### config.mk
export PLATFORM = sky130hd
export DESIGN_NAME = biquad_cascade_scheduler
export DESIGN_NICKNAME = d
export VERILOG_FILES = /design/src/rtl/biquad_cascade_scheduler.sv
export SDC_FILE = /design/constraint.sdc
export NUM_CORES = 2
export LEC_CHECK = 0
export ABC_AREA = 1
export ABC_CLOCK_PERIOD_IN_PS = 12500
export BUFFER_PORTS_ARGS = -buffer_cell sky130_fd_sc_hd__buf_4
export CAP_MARGIN = 15
export CORE_MARGIN = 5
export CORE_UTILIZATION = 43
export DETAILED_ROUTE_END_ITERATION = 16
export GPL_ROUTABILITY_DRIVEN = 0
export PLACE_DENSITY = 0.68
export SLEW_MARGIN = 25
export SYNTH_ARGS = -nofsm -noshare
export SYNTH_HDL_FRONTEND = slang
export SYNTH_SLANG_ARGS = --single-unit
### constraint.sdc
create_clock -name clk -period 12.5 [get_ports clk]
set_input_delay 0.625 -clock clk [delete_from_list [all_inputs] [get_ports clk]]
set_output_delay 0.625 -clock clk [all_outputs]
set_load 0.005 [all_outputs]
### src/rtl/biquad_cascade_scheduler.sv
// Cascade of NUM_BANDS IIR biquads sharing one 16x16 MAC; five products and one
// writeback cycle per band, with shadow/active coefficient banks swapped only in IDLE.
module biquad_cascade_scheduler #(
    parameter int NUM_BANDS = 3,
    parameter int ADDR_W    = $clog2(NUM_BANDS*5)
) (
    input  logic              clk,
    input  logic              reset,
    input  logic [15:0]       in_sample,
    input  logic              in_valid,
    output logic              in_ready,
    output logic [15:0]       out_sample,
    output logic              out_valid,
    input  logic              coef_we,
    input  logic [ADDR_W-1:0] coef_addr,
    input  logic [15:0]       coef_wdata,
    input  logic              coef_commit,
    output logic              commit_pending,
    output logic              overrun
);

    localparam int NCOEF  = NUM_BANDS * 5;
    localparam int BAND_W = (NUM_BANDS > 1) ? $clog2(NUM_BANDS) : 1;
    localparam logic [BAND_W-1:0] LAST_BAND = BAND_W'(NUM_BANDS - 1);
    localparam logic [15:0] PASS_B0 = 16'd16384;

    typedef enum logic [1:0] {IDLE, MAC, WB} state_t;

    state_t state, state_nx;
    logic [BAND_W-1:0] band;
    logic [2:0]        step;

    logic signed [15:0] shadow    [NCOEF];
    logic signed [15:0] shadow_nx [NCOEF];
    logic signed [15:0] active    [NCOEF];
    logic signed [15:0] x1 [NUM_BANDS];
    logic signed [15:0] x2 [NUM_BANDS];
    logic signed [15:0] y1 [NUM_BANDS];
    logic signed [15:0] y2 [NUM_BANDS];

    logic signed [15:0] cur_x;
    logic signed [35:0] acc, acc_in, acc_nx, acc_sh;
    logic signed [15:0] coef, opnd, result;
    logic signed [31:0] prod;
    logic signed [35:0] prod_ext;
    logic [7:0]         coef_lin;

    assign in_ready = (state == IDLE);

    always_ff @(posedge clk) begin
        if (!reset) state <= IDLE;
        else        state <= state_nx;
    end

    always_comb begin
        state_nx = state;
        case (state)
            IDLE:    if (in_valid) state_nx = MAC;
            MAC:     if (step == 3'd4) state_nx = WB;
            WB:      state_nx = (band == LAST_BAND) ? IDLE : MAC;
            default: state_nx = IDLE;
        endcase
    end

    // Shadow write is merged first so a same-edge commit copies the updated bank.
    always_comb begin
        shadow_nx = shadow;
        if (coef_we && (32'(coef_addr) < NCOEF))
            shadow_nx[coef_addr] = coef_wdata;
    end

    always_comb begin
        coef_lin = 8'(band) * 8'd5 + 8'(step);
        coef     = active[coef_lin[ADDR_W-1:0]];
        case (step)
            3'd1:    opnd = x1[band];
            3'd2:    opnd = x2[band];
            3'd3:    opnd = y1[band];
            3'd4:    opnd = y2[band];
            default: opnd = cur_x;
        endcase
        prod     = 32'(coef) * 32'(opnd);
        prod_ext = 36'(prod);
        acc_in   = (step == 3'd0) ? '0 : acc;
        acc_nx   = (step >= 3'd3) ? acc_in - prod_ext : acc_in + prod_ext;
    end

    always_comb begin
        acc_sh = acc >>> 14;
        if (acc_sh > 36'sd32767)       result = 16'sh7FFF;
        else if (acc_sh < -36'sd32768) result = 16'sh8000;
        else                           result = acc_sh[15:0];
    end

    always_ff @(posedge clk) begin
        if (!reset) begin
            for (int unsigned i = 0; i < NCOEF; i++) begin
                shadow[i] <= ((i % 5) == 0) ? PASS_B0 : '0;
                active[i] <= ((i % 5) == 0) ? PASS_B0 : '0;
            end
            for (int unsigned b = 0; b < NUM_BANDS; b++) begin
                x1[b] <= '0;
                x2[b] <= '0;
                y1[b] <= '0;
                y2[b] <= '0;
            end
            cur_x          <= '0;
            acc            <= '0;
            band           <= '0;
            step           <= '0;
            out_sample     <= '0;
            out_valid      <= 1'b0;
            overrun        <= 1'b0;
            commit_pending <= 1'b0;
        end else begin
            out_valid      <= 1'b0;
            shadow         <= shadow_nx;
            if (state == IDLE && commit_pending)
                active <= shadow_nx;
            commit_pending <= (commit_pending && state != IDLE) || coef_commit;
            if (in_valid && state != IDLE)
                overrun <= 1'b1;
            case (state)
                IDLE: begin
                    if (in_valid) begin
                        cur_x <= in_sample;
                        band  <= '0;
                        step  <= '0;
                    end
                end
                MAC: begin
                    acc  <= acc_nx;
                    step <= step + 3'd1;
                end
                WB: begin
                    x2[band] <= x1[band];
                    x1[band] <= cur_x;
                    y2[band] <= y1[band];
                    y1[band] <= result;
                    cur_x    <= result;
                    step     <= '0;
                    if (band == LAST_BAND) begin
                        out_sample <= result;
                        out_valid  <= 1'b1;
                    end else begin
                        band <= band + BAND_W'(1);
                    end
                end
                default: ;
            endcase
        end
    end

endmodule

==> results.sh <==
export IMPL_seq_area_frac_synth_pct=40.1
export IMPL_hold_buffers=0
export IMPL_rrSetupSlack_ps=1250
export IMPL_design_area_mm2=0.0517
export IMPL_overflow=0
export IMPL_slowest_delay_ps=870
export IMPL_ys_flop_type="dfxtp_1"
export IMPL_num_io_pins=61
export IMPL_crit_fanout=28
export IMPL_vias_per_cell=5.43
export IMPL_nets=6267
export IMPL_htree_levels=3
export IMPL_grt_pass1_wl_um=215000
export IMPL_fin_crit_sh_pct=90.0
export IMPL_timing_rr_start="step[1]$_SDFFE_PN0P_"
export IMPL_synth_edf_count=256
export IMPL_cts_sinks=816
export IMPL_rsz0062_at_grt="false"
export IMPL_finalClockSkew_ps=51.2
export IMPL_cts_clk_slew_worst_paths_ps=70
export IMPL_dp_hpwl_um=89500
export IMPL_yosysTopAreaCell="dfxtp_1"
export IMPL_max_slew_margin_pct=21.2
export IMPL_syn_avg_cell_area_um2=7.95
export IMPL_fmax_mhz=88.9
export IMPL_drt_total_wl_um=136000
export IMPL_root_buffer="clkbuf_16"
export IMPL_cpMaxStageDelayCell="fa_1"
export IMPL_synth_nets=6373
export IMPL_crit_path_end_kind="flip-flop"
export IMPL_ys_seq_elements=816
export IMPL_drive_above_1_share_pct=6.78
export IMPL_clock_latency_ps=660
export IMPL_path_depth=48
export IMPL_drt_iter0_drc=3872
export IMPL_wl_per_cell_um=18.7
export IMPL_grt_max_degree=227
export IMPL_grt_usage_pct=23.0
export IMPL_cts_tree="built"
export IMPL_hold_viol=0
export IMPL_reg2reg_to="acc[35]$_SDFFE_PN0P_"
export IMPL_num_vias=39700
export IMPL_chipHeight_um=341
export IMPL_clock_path_buffers=3
export IMPL_critical_path_class="reg -> reg"
export IMPL_synth_cells=5937
export IMPL_start_util_pct=43.3
export IMPL_arrival_ps=11800
export IMPL_cp_required_ps=13050
export IMPL_r2r_cells=48
export IMPL_path_buf_inv=12
export IMPL_crit_family="adder cells"
export IMPL_chipWidth_um=341
export IMPL_portBuffers=60
export IMPL_synth_distinct_cells=62
export IMPL_outcome="finished clean"
export IMPL_syn_area_mm2=0.0472
export IMPL_yosysMostFrequentCell="nand2_1"
export IMPL_synth_common_cells="1097 x nand2_1, 951 x nor2_1, 865 x inv_1"
export IMPL_hold_path_depth=3
export IMPL_min_delay_start="coef_commit"
export IMPL_grt_pass1_vias=38100
export IMPL_drc_errors=0
export IMPL_rows=121
export IMPL_synth_area_leaders="dfxtp_1 24%, edfxtp_1 16%, fa_1 11%, nand2_1 8.7%, nor2_1 7.6%"
export IMPL_worstMarginPinSlew_ps=1180
export IMPL_slew_violations=0
export IMPL_max_cap_violations=0
export IMPL_final_setup_tns_ps=0
export IMPL_drtAntennaViolNets=0
export IMPL_cts_buffers=84
export IMPL_setup_viol=0
export IMPL_antenna_found_initial=0
export IMPL_dieArea_mm2=0.116
export IMPL_fp_coreArea_mm2=0.109
export IMPL_crit_path_frequent_cell="inv_1"
export IMPL_synth_top_area_share_pct=23.8
export IMPL_async_flop_share_pct=0
export IMPL_worstSetupStartpointType="flip-flop"
export IMPL_antenna_cells=0
export IMPL_firstDrtPassIters=6
export IMPL_min_to="commit_pending$_SDFF_PN0_"
export IMPL_ys_warn_count=0
export IMPL_fin_crit_ps=11250
export IMPL_dpl_instance_area_mm2=0.0489
export IMPL_area_delta_synth_final_pct=9.61
export IMPL_post_cts_buffers=0
export IMPL_hold_path_class="in -> reg"
export IMPL_cts_resized=0
-- area by class of cell --
cell class                      count  area, um^2
Clock inverter                     43         444
Inverter                          895        3380
Multi-Input combinational cell   3894       23700
Fill cell                       10500       57100
Sequential cell                   816       18900
Clock buffer                      113        2380
Tap cell                         1414        1770
Timing Repair Buffer              140        1150
-- cell families (layout without fill, tap and decap cells) --
family	after synthesis	in the layout	share of synthesized area [%]
compound gates	1105	1105	14.2
xor+xnor	71	71	1.37
fa+ha+maj	395	395	14.7
buf+inv	1227	1191	9.97
flops	816	816	40.1
simple gates	2323	2323	19.7
-- through the flow --
stage | hold WS (ps) | util (%) | setup WS (ps) | instances
after detailed placement | 436 | 44.9 | 1430 | 7159
after global placement | 427 | 44.9 | 1450 | 7159
after floorplan | 415 | - | 3100 | 5937
after CTS | 141 | 47.5 | 1380 | 7315
after global routing | 177 | 47.5 | 524 | 7315
final | 172 | 47.5 | 1250 | 7315
-- worst max-delay path by stage --
stage	endpoint	start
5_1_grt	acc[35]$_SDFFE_PN0P_	band[0]$_SDFFE_PN0P_
3_5_place_dp	acc[35]$_SDFFE_PN0P_	band[1]$_SDFFE_PN0P_
3_3_place_gp	acc[35]$_SDFFE_PN0P_	step[1]$_SDFFE_PN0P_
4_1_cts	acc[35]$_SDFFE_PN0P_	band[0]$_SDFFE_PN0P_
6_report	acc[35]$_SDFFE_PN0P_	step[1]$_SDFFE_PN0P_
2_1_floorplan	acc[35]$_SDFFE_PN0P_	band[1]$_SDFFE_PN0P_
-- flip-flops by register name (all words and copies together), names as in the netlist, named ones only --
register,cells
y2,64
active,240
out_sample,16
out_valid,1
shadow,240
y1,64
x1,64
band,2
x2,64
state,2
acc,36
overrun,1
commit_pending,1
step,3
cur_x,16
-- layout by cell type, fill, tap and decap left out, types with 132 or more instances in the layout --
master       n
a21oi_1    454
buf_4      132
dfxtp_1    558
edfxtp_1   256
fa_1       265
inv_1      863
nand2_1   1089
nand3_1    170
nor2_1     946
o211ai_1   255
o21ai_0    212
-- worst reg2reg max path, delay by kind of cell (launching register included) --
kind | cells | cell delay [ps]
adders and majority gates | 11 | 5240
and+or+nand+nor | 17 | 2340
buffers and inverters | 12 | 1700
AOI/OAI and AO/OA | 6 | 1110
xor gates and xnor gates | 2 | 430
DFF | 1 | 370
-- routing by layer --
metal / GRT usage [%] / vias up / part of all wire (%)
li1: - / 18800 / -
met2: 37.3 / 1534 / 46
met4: 6.48 / 0 / 2.8
met1: 32.1 / 19100 / 43
met3: 3.72 / 238 / 8.3
met5: 0 / - / 0
Power is not shown: default switching activity piles up to over one toggle a cycle in this logic, so the estimate is an artifact.
